==> config.mk <==
export PLATFORM = sky130hd
export DESIGN_NAME = rot_amount_finder
export DESIGN_NICKNAME = d
export VERILOG_FILES = /design/src/rtl/rot_pkg.sv /design/src/rtl/rot_amount_ctrl.sv /design/src/rtl/rot_amount_finder.sv
export SDC_FILE = /design/constraint.sdc
export NUM_CORES = 1
export LEC_CHECK = 0
export ABC_CLOCK_PERIOD_IN_PS = 3300
export CELL_PAD_IN_SITES_DETAIL_PLACEMENT = 1
export CELL_PAD_IN_SITES_GLOBAL_PLACEMENT = 2
export CORE_MARGIN = 3
export CORE_UTILIZATION = 32
export CTS_CLUSTER_DIAMETER = 100
export CTS_CLUSTER_SIZE = 14
export DETAILED_ROUTE_END_ITERATION = 10
export GPL_TIMING_DRIVEN = 0
export PLACE_DENSITY = 0.84
export SETUP_SLACK_MARGIN = 0.2
export SYNTH_ARGS = -nofsm -noshare
export SYNTH_HDL_FRONTEND = slang
export SYNTH_HIERARCHICAL = 1
export SYNTH_SLANG_ARGS = --single-unit
==> constraint.sdc <==
create_clock -name clk -period 3.3 [get_ports clk]
set_input_delay 0.66 -clock clk [delete_from_list [all_inputs] [get_ports clk]]
set_output_delay 0.66 -clock clk [all_outputs]
set_load 0.05 [all_outputs]
==> src/rtl/rot_pkg.sv <==
// Shared rotate helpers and the FSM state encoding for the rotate-amount search.
package rot_pkg;
    typedef enum logic [1:0] {
        ST_IDLE   = 2'd0,
        ST_SEARCH = 2'd1,
        ST_DONE   = 2'd2
    } state_t;

    localparam int ROT_MAX_W = 64;

    // Width-generic rotate-left by one; callers zero-extend in and truncate out.
    function automatic logic [ROT_MAX_W-1:0] rotl1(input logic [ROT_MAX_W-1:0] v, input int w);
        logic [ROT_MAX_W-1:0] mask;
        mask = (w >= ROT_MAX_W) ? '1 : ((ROT_MAX_W'(1) << w) - ROT_MAX_W'(1));
        return ((v << 1) | (v >> (w - 1))) & mask;
    endfunction
endpackage

==> src/rtl/rot_amount_ctrl.sv <==
// Search FSM: owns the candidate counter and the start/busy/done handshake.
module rot_amount_ctrl
    import rot_pkg::*;
#(
    parameter int W  = 4,
    parameter int AW = $clog2(W)
) (
    input  logic          clk,
    input  logic          rst_n,
    input  logic          start,
    input  logic          hit,
    output logic          busy,
    output logic          done,
    output logic          load,
    output logic          step,
    output logic          finish,
    output logic [AW-1:0] cnt
);
    state_t state, state_nx;

    always_ff @(posedge clk or negedge rst_n) begin
        if (!rst_n) begin
            state <= ST_IDLE;
            cnt   <= '0;
        end else begin
            state <= state_nx;
            if (load)      cnt <= '0;
            else if (step) cnt <= cnt + 1'b1;
        end
    end

    always_comb begin
        state_nx = state;
        load     = 1'b0;
        step     = 1'b0;
        finish   = 1'b0;
        case (state)
            ST_IDLE: if (start) begin
                load     = 1'b1;
                state_nx = ST_SEARCH;
            end
            ST_SEARCH: if (hit || cnt == AW'(W - 1)) begin
                finish   = 1'b1;
                state_nx = ST_DONE;
            end else begin
                step = 1'b1;
            end
            ST_DONE: state_nx = ST_IDLE;
            default: state_nx = ST_IDLE;
        endcase
    end

    assign busy = (state == ST_SEARCH);
    assign done = (state == ST_DONE);
endmodule

==> src/rtl/rot_amount_finder.sv <==
// Finds the smallest left-rotate amount mapping d_ref onto d_rot, one candidate per clock.
module rot_amount_finder
    import rot_pkg::*;
#(
    parameter int W  = 4,
    parameter int AW = $clog2(W)
) (
    input  logic          clk,
    input  logic          rst_n,
    input  logic          start,
    input  logic [W-1:0]  d_ref,
    input  logic [W-1:0]  d_rot,
    output logic          busy,
    output logic          done,
    output logic          found,
    output logic [AW-1:0] amt_left,
    output logic [AW-1:0] amt_right
);
    logic [W-1:0]  cand, target;
    logic [AW-1:0] cnt;
    logic          hit, load, step, finish;

    assign hit = (cand == target);

    rot_amount_ctrl #(.W(W), .AW(AW)) u_ctrl (
        .clk    (clk),
        .rst_n  (rst_n),
        .start  (start),
        .hit    (hit),
        .busy   (busy),
        .done   (done),
        .load   (load),
        .step   (step),
        .finish (finish),
        .cnt    (cnt)
    );

    always_ff @(posedge clk or negedge rst_n) begin
        if (!rst_n) begin
            cand   <= '0;
            target <= '0;
        end else if (load) begin
            cand   <= d_ref;
            target <= d_rot;
        end else if (step) begin
            cand <= W'(rotl1(ROT_MAX_W'(cand), W));
        end
    end

    // Result holds until the next search completes.
    always_ff @(posedge clk or negedge rst_n) begin
        if (!rst_n) begin
            found    <= 1'b0;
            amt_left <= '0;
        end else if (finish) begin
            found    <= hit;
            amt_left <= hit ? cnt : '0;
        end
    end

    assign amt_right = '0 - amt_left;
endmodule

# Yosys cells after proc, flatten, opt, wreduce, memory -nomap -nowiden
# Index checks and enable logic that the tools add are counted.
# word_totals
n_memories	0
elab_cells	33
latch_bits	0
ramBits	0
reg_bits	15
mem_bits_ro	0
in_bits	11
out_inout_bits	7
# op_classes
n_mux	14
n_div	0
n_eq_ne	6
n_mul	0
add_sub_neg	2
bitwise	1
order_cmp	0
n_reduce_logical	4
n_shift	0
# op_table
cell	n
2-bit two-way mux	5
4-bit two-way mux	2
1-bit two-way mux	6
2-bit == test (second input constant)	2
4-bit == test	1
4-bit by 1-bit OR with 4-bit output	1
2-bit one-hot mux with 2 select lines	1
2-bit by 1-bit adder with 2-bit output (second input constant)	1
2-bit by 1-bit == test with 1-bit output (second input constant)	1
2-bit logical NOT	1
2-bit by 1-bit inequality test with 1-bit output (second input constant)	1
2-bit inequality test (second input constant)	1
2-bit AND reduction	1
2-bit nonzero test	1
1-bit by 2-bit subtractor with 2-bit output (first input constant)	1
1-bit logical OR	1

# Logic depth before layout (Yosys ltp)
# Gate-level depths: netlist of run 1.
# logic_depth
depth_word	6
mapped_depth	7
ltp_nobuf	6

# By module
# The synthesis of run 1 kept the hierarchy.
# modules_own_cells
module	area_each_um2	n_inst	cells_each	seq_area_each_um2
rot_amount_finder	515.5	1	44	275.3
rot_amount_ctrl	205.2	1	16	100.1

# Least setup slack after synthesis of run 1
# OpenSTA, ideal clock, no wires.
# synth_path
kind	register to output
from	reg amt_left[0]
to	out amt_right[1]
required_time_ps	2640
path_slack_ps	1180
path_buffers	0
stages_incl_launch_ff	2
t_arrival_ps	1460
cell_sequence	dfrtp_1 -> xor2_1
# synth_between
elab_chain_cells	1
# synth_rtl
item	line	source
start, declared	rot_amount_finder.sv:16	output logic [AW-1:0] amt_left,
start signal, assigned	rot_amount_finder.sv:57	amt_left <= hit ? cnt : '0;
1-bit by 2-bit subtractor with 2-bit output	rot_amount_finder.sv:61	assign amt_right = '0 - amt_left;
end, declared	rot_amount_finder.sv:17	output logic [AW-1:0] amt_right
# Every way passes these cells.

# Final worst setup path of run 1
# layout_path
from	reg u_ctrl.state[1]
to	out busy
# layout_between
elab_chain_cells	1
# layout_rtl
item	line	source
start, declared	rot_amount_ctrl.sv:19	state_t state, state_nx;
start signal, assigned	rot_amount_ctrl.sv:26	state <= state_nx;
2-bit by 1-bit == test with 1-bit output	rot_amount_ctrl.sv:53	assign busy = (state == ST_SEARCH);
end, declared	rot_amount_finder.sv:13	output logic busy,
# Every way passes these cells.

==> reports/metrics.yaml, run 1 <==
ctsResizeCount: 0
synth_commonest_cells: "15 x sky130_fd_sc_hd__dfrtp_1, 6 x sky130_fd_sc_hd__nand2_1, 5 x sky130_fd_sc_hd__mux2i_1, 5 x sky130_fd_sc_hd__xnor2_1"
grt_max_degree: 16
clock_skew_ps: 7.921
cts_max_path_buffers: 2
cp.required_ps: 2640
synth_ff_type: "sky130_fd_sc_hd__dfrtp_1"
setup_violations: 0
min_period_ps: 2428
wl_um: 1281
dieWidth_um: 53.46
cts_root_buf: "sky130_fd_sc_hd__clkbuf_4"
antenna-diode-count: 0
overall_die_height_um: 53.46
synth_area_leader_cell: "sky130_fd_sc_hd__dfrtp_1"
final_nets: 94
worst-r2r-cell-count: 5
remaining_max_slew_budget_at_the_tightest_pin: 0.5316
min-delay-path-class: "reg -> reg"
syn_nets: 72
critical_path.endpoint: "busy"
grt_first_pass_wirelength_um: 2063
setup.reg_to_reg.worst_slack_ps: 1530
drv_slew: 0
cts_hold_buf: 0
worst-path-max-fanout: 4
critPathCaptureType: "output pin"
synthCells: 60
drtPass1Iterations: 4
placement_rows: 16
run_status: "finished, final reports clean"
grt_antenna_before_repair: 0
grt_pass1_vias: 484
synth.yosys.warnings: 6
syn_area_um2: 720.7
detailroute.via_count: 494
clock_sink_count: 15
detailedPlacementHpwl_um: 1011
design.die.area_um2: 2857
finalCoreUtilization: 0.4657
global_route.usage.total: 0.1028
irDropWorstVdd_uv: 483.8
synth.top_cell.area_share: 0.5208
route.detailed.vias_per_inst: 4.574
final_design_area_no_fill_um2: 950.9
holdCritStartpoint: "found"
asyncSetResetFlopFracSynth: 1.000
gr-total-overflow: 0
power_density_nw_per_um2: 1152
post-route-period-util: 0.7357
power_leakage_nw: 0.4141
crit-reg2reg-launch: "u_ctrl/cnt[0]"
yosys_reg_bits: 15
post_dp_cell_area_um2: 924.6
synth_sequential_area_ratio: 0.5208
place.detailed.instances: 104
drt_drc_violations_left: 0
initial_core_util: 0.3529
clock.fmax_mhz: 411.9
synth_top_cells_by_area: "sky130_fd_sc_hd__dfrtp_1 52%, sky130_fd_sc_hd__mux2i_1 6.9%, sky130_fd_sc_hd__mux2_2 6.3%"
finalPower_mw: 1.096
kind_of_start_point_of_the_critical_path: "flop"
synth_area_per_cell_um2: 12.01
cts_htree_levels: 1
rsz0062_at_grt: "false"
drive_gt1_frac: 0.1852
netlist-cell-type-count: 23
cp_data_arrival_time_ps: 1770
insertion_delay_ps: 280
core_box_area_um2: 2042
fin_setup_tns_ps: 0
detailedRoute.firstIterationViolations: 3
finish.cell_count_without_fillers: 108
worst_setup_hold_path_clk_slew_ps: 90
most_common_cell_in_the_netlist: "sky130_fd_sc_hd__dfrtp_1"
pin_count: 18
post_cts_buffers: 0
fin_hold_viols: 0
critPathLaunch: "u_ctrl/state[1]"
crit_type: "reg -> out"
cts_tree: "done"
routed_wire_per_std_cell_um: 11.86
area_growth_syn_to_layout_pct: 31.94
cts_bufs_inserted: 3
max_slew.worst_pin.slew_ps: 700.4
worst_r2r_endpoint: "cand[0]"
post_synth_edffs: 0
number_of_port_buffers: 17
ant_nets: 0
gp_congestion: 0.6867
drv_cap: 0
==> worst min path at each step <==
stage,endpoint,slack [ps],depth (start not counted)
final,found,530,1
after global routing,found,550,1
after CTS,found,530,1
after detailed placement,found,510,1
after global placement,found,500,1
after floorplan,amt_left[0],360,0
==> routing by layer <==
| layer | part of all wire | routed length [µm] | track usage | vias to the layer above |
|---|---|---|---|---|
| met2 | 0.52 | 661 | 0.1755 | 13 |
| met5 | 0 | 0 | 0 | - |
| met3 | 0.063 | 81 | 0.02535 | 0 |
| li1 | - | - | - | 241 |
| met1 | 0.42 | 538 | 0.1170 | 240 |
| met4 | 0 | 0 | 0.05106 | 0 |
==> worst max-delay path, stage by stage (launching register included) <==
cell                              delay [ps]
sky130_fd_sc_hd__dfrtp_1                 440
sky130_fd_sc_hd__and2b_1                 250
sky130_fd_sc_hd__clkdlybuf4s50_1         800
==> kinds of logic after synthesis <==
kind of cell | share of synthesized area
flip-flops | 0.5208
AND/OR/NAND/NOR | 0.1302
multiplexers | 0.1528
AO/OA/AOI/OAI | 0.06596
XOR/XNOR | 0.07292
buffers and inverters | 0.03992
adder cells (fa/ha/maj) | 0.01736
==> placed cells by master (no fill, tap or decap), types with 2 or more instances in the layout <==
| master | count |
|---|---|
| sky130_fd_sc_hd__inv_1 | 2 |
| sky130_fd_sc_hd__nor2_1 | 2 |
| sky130_fd_sc_hd__o21a_1 | 2 |
| sky130_fd_sc_hd__mux2i_1 | 5 |
| sky130_fd_sc_hd__nand2_1 | 6 |
| sky130_fd_sc_hd__xnor2_1 | 5 |
| sky130_fd_sc_hd__clkdlybuf4s50_1 | 17 |
| sky130_fd_sc_hd__clkbuf_4 | 3 |
| sky130_fd_sc_hd__o21ai_0 | 4 |
| sky130_fd_sc_hd__mux2_2 | 4 |
| sky130_fd_sc_hd__dfrtp_1 | 15 |
| sky130_fd_sc_hd__o22ai_1 | 2 |
==> sequential cells by signal, indices dropped and copies added (netlist names) <==
signal,count
u_ctrl/cnt,2
target,4
found,1
u_ctrl/state,2
amt_left,2
cand,4
==> power breakdown <==
| group | switching (mW) | total, mW | leakage [nW] | internal [mW] |
|---|---|---|---|---|
| sequential | 0.0779 | 0.353 | 0.188 | 0.275 |
| clock | 0.0555 | 0.102 | 0.0150 | 0.0468 |
| combinational | 0.345 | 0.640 | 0.211 | 0.295 |
==> area by class of cell <==
cell class                 instances  area [µm²]
buffer                             3       17.52
clock buffer                       4       26.28
fill                             233        1091
inverter                           3       11.26
multi-input combinational         39       316.6
sequential                        15       375.4
tap                               27       33.78
timing repair buffer              17       170.2
==> stage by stage <==
step	hold slack (ps)	setup slack, ps
after detailed placement	511.5	869.3
final	527.4	872.4
after floorplan	364.4	1180
after global routing	551.4	800.4
after global placement	497.1	854.5
after CTS	532.2	855.0
Power figures use the tool's default switching activity.
==> run 2: changes to the inputs <==
--- a/config.mk
+++ b/config.mk
@@ -5,16 +5,16 @@
 export SDC_FILE = /design/constraint.sdc
 export NUM_CORES = 1
 export LEC_CHECK = 0
-export ABC_CLOCK_PERIOD_IN_PS = 3300
+export ABC_CLOCK_PERIOD_IN_PS = 2500
 export CELL_PAD_IN_SITES_DETAIL_PLACEMENT = 1
 export CELL_PAD_IN_SITES_GLOBAL_PLACEMENT = 2
 export CORE_MARGIN = 3
-export CORE_UTILIZATION = 32
+export CORE_UTILIZATION = 30
 export CTS_CLUSTER_DIAMETER = 100
 export CTS_CLUSTER_SIZE = 14
 export DETAILED_ROUTE_END_ITERATION = 10
 export GPL_TIMING_DRIVEN = 0
-export PLACE_DENSITY = 0.84
+export PLACE_DENSITY = 0.8
 export SETUP_SLACK_MARGIN = 0.2
 export SYNTH_ARGS = -nofsm -noshare
 export SYNTH_HDL_FRONTEND = slang
==> constraint.sdc (replaced) <==
create_clock -name clk -period 2.5 [get_ports clk]
set_input_delay 0.5 -clock clk [delete_from_list [all_inputs] [get_ports clk]]
set_output_delay 0.5 -clock clk [all_outputs]
set_load 0.05 [all_outputs]
==> run 2 against run 1 <==
Clock-buffer cell count did not move. Critical path depth did not move. Clock skew fell by 1.9 ps. Sequential share of layout area unchanged. Via count up 4.7%. Worst hold slack about the same. First-iteration DRC count down 67%. Utilization is 4.4 points lower. Largest cell class unchanged. Highest routed layer is now met4.
==> reports/metrics.yaml, run 2 (synthesized netlist as in run 1, its figures left out) <==
run_status: "finished, final reports clean"
number_of_port_buffers: 17
grt_max_degree: 16
drv_cap: 0
initial_core_util: 0.3196
worst_setup_hold_path_clk_slew_ps: 90
min-delay-path-class: "reg -> reg"
cp_data_arrival_time_ps: 1690
cp.required_ps: 2000
multiInputGateArea_um2: 316.6
grt_first_pass_wirelength_um: 2270
reg.largest.list: "cand (4), target (4)"
fillerInstances: 260
post_dp_cell_area_um2: 925.9
cts_bufs_inserted: 3
ant_nets: 0
detailroute.via_count: 517
final_nets: 94
irDropWorstVdd_uv: 586.5
cts_htree_levels: 1
cts_tree: "done"
fin_setup_tns_ps: 0
antenna-diode-count: 0
setup_violations: 0
min_period_ps: 2189
layout_commonest_cell: "sky130_fd_sc_hd__clkdlybuf4s50_1"
rsz0062_at_grt: "false"
max_slew.worst_pin.slew_ps: 679.4
critPathCaptureType: "output pin"
remaining_max_slew_budget_at_the_tightest_pin: 0.5456
power_leakage_nw: 0.4155
ff_latch_area_um2: 375.4
placement_rows: 17
commonest_cells_after_routing_fill_and_taps_aside: "16 x sky130_fd_sc_hd__clkdlybuf4s50_1, 15 x sky130_fd_sc_hd__dfrtp_1, 6 x sky130_fd_sc_hd__nand2_1"
grt_antenna_before_repair: 0
pin_count: 18
design.die.area_um2: 3027
gp_congestion: 0.6551
global_route.usage.total: 0.1084
dieWidth_um: 55.02
kind_of_start_point_of_the_critical_path: "flop"
place.detailed.instances: 105
crit_type: "reg -> out"
routed_wire_per_std_cell_um: 12.17
power_density_nw_per_um2: 1519
cts_root_buf: "sky130_fd_sc_hd__clkbuf_4"
dp_slack_ps: 158.6
final_design_area_no_fill_um2: 950.9
area_growth_syn_to_layout_pct: 31.94
fin_hold_viols: 0
drv_slew: 0
drive_gt1_frac: 0.1852
fin_ws_ps: 311.4
route.detailed.vias_per_inst: 4.743
insertion_delay_ps: 290
clock_sink_count: 15
post_cts_buffers: 0
detailedRoute.firstIterationViolations: 1
gr-total-overflow: 0
worst-path-max-fanout: 4
smallest_hold_slack_ps: 527.5
clock_skew_ps: 6.026
wl_um: 1326
grt_pass1_vias: 553
drt_drc_violations_left: 0
cts_max_path_buffers: 2
drtPass1Iterations: 2
core_box_area_um2: 2255
post-route-period-util: 0.8754
overall_die_height_um: 55.02
clock.fmax_mhz: 456.9
finish.cell_count_without_fillers: 109
run 2: changes by cell type in the layout (fill, tap and decap cells not counted):
cell | before | now
sky130_fd_sc_hd__dlygate4sd2_1 | 0 | 1
sky130_fd_sc_hd__clkdlybuf4s50_1 | 17 | 16
run 2: final cells by class:
class                   count  share of cell area
clock buffers               4             0.02763
flip-flops and latches     15              0.3947
inverters                   3             0.01184
plain buffers               3             0.01842
multi-input cells          39              0.3329
repair buffers             17              0.1776
well taps                  28             0.03684
run 2: final timing paths:
path                       cells after the start            start  slack, ps              end
max                                            2  u_ctrl/state[1]        310             done
min                                            1            found        530            found
max reg2reg                                    3  u_ctrl/state[1]        710        target[1]
min reg2reg                                    1            found        530            found
max in group asynchronous                      1            rst_n       1450          cand[0]
min in group asynchronous                      1            rst_n        610  u_ctrl/state[1]
run 2: through the flow:
step	power [mW]	utilization
2_1_floorplan	1.111	-
3_3_place_gp	1.306	0.4107
3_5_place_dp	1.336	0.4107
4_1_cts	1.477	0.4218
5_1_grt	1.557	0.4218
6_report	1.445	0.4218
run 2: routing by layer:
metal,part of all wire,vias up,track usage
met2,0.54,16,0.1909
met4,0.013,0,0.07287
met5,0,-,0
li1,-,244,-
met3,0.066,2,0.02413
met1,0.39,255,0.1140
run 2: power breakdown:
part	internal (mW)	switching [mW]	total, mW
clock network	0.0621	0.0810	0.143
registers	0.363	0.102	0.465
logic	0.381	0.455	0.836
total	0.806	0.638	1.44
run 2: repair_timing:
item,CTS,global route
endpoints found under the setup margin,1,0
resized for setup,1,0
hold buffers,0,0
run 2: worst max-delay path, cell delays in order, from the launching register on:
cell,delay (ps)
sky130_fd_sc_hd__dfrtp_1,430
sky130_fd_sc_hd__nor2b_1,160
sky130_fd_sc_hd__clkdlybuf4s50_1,810
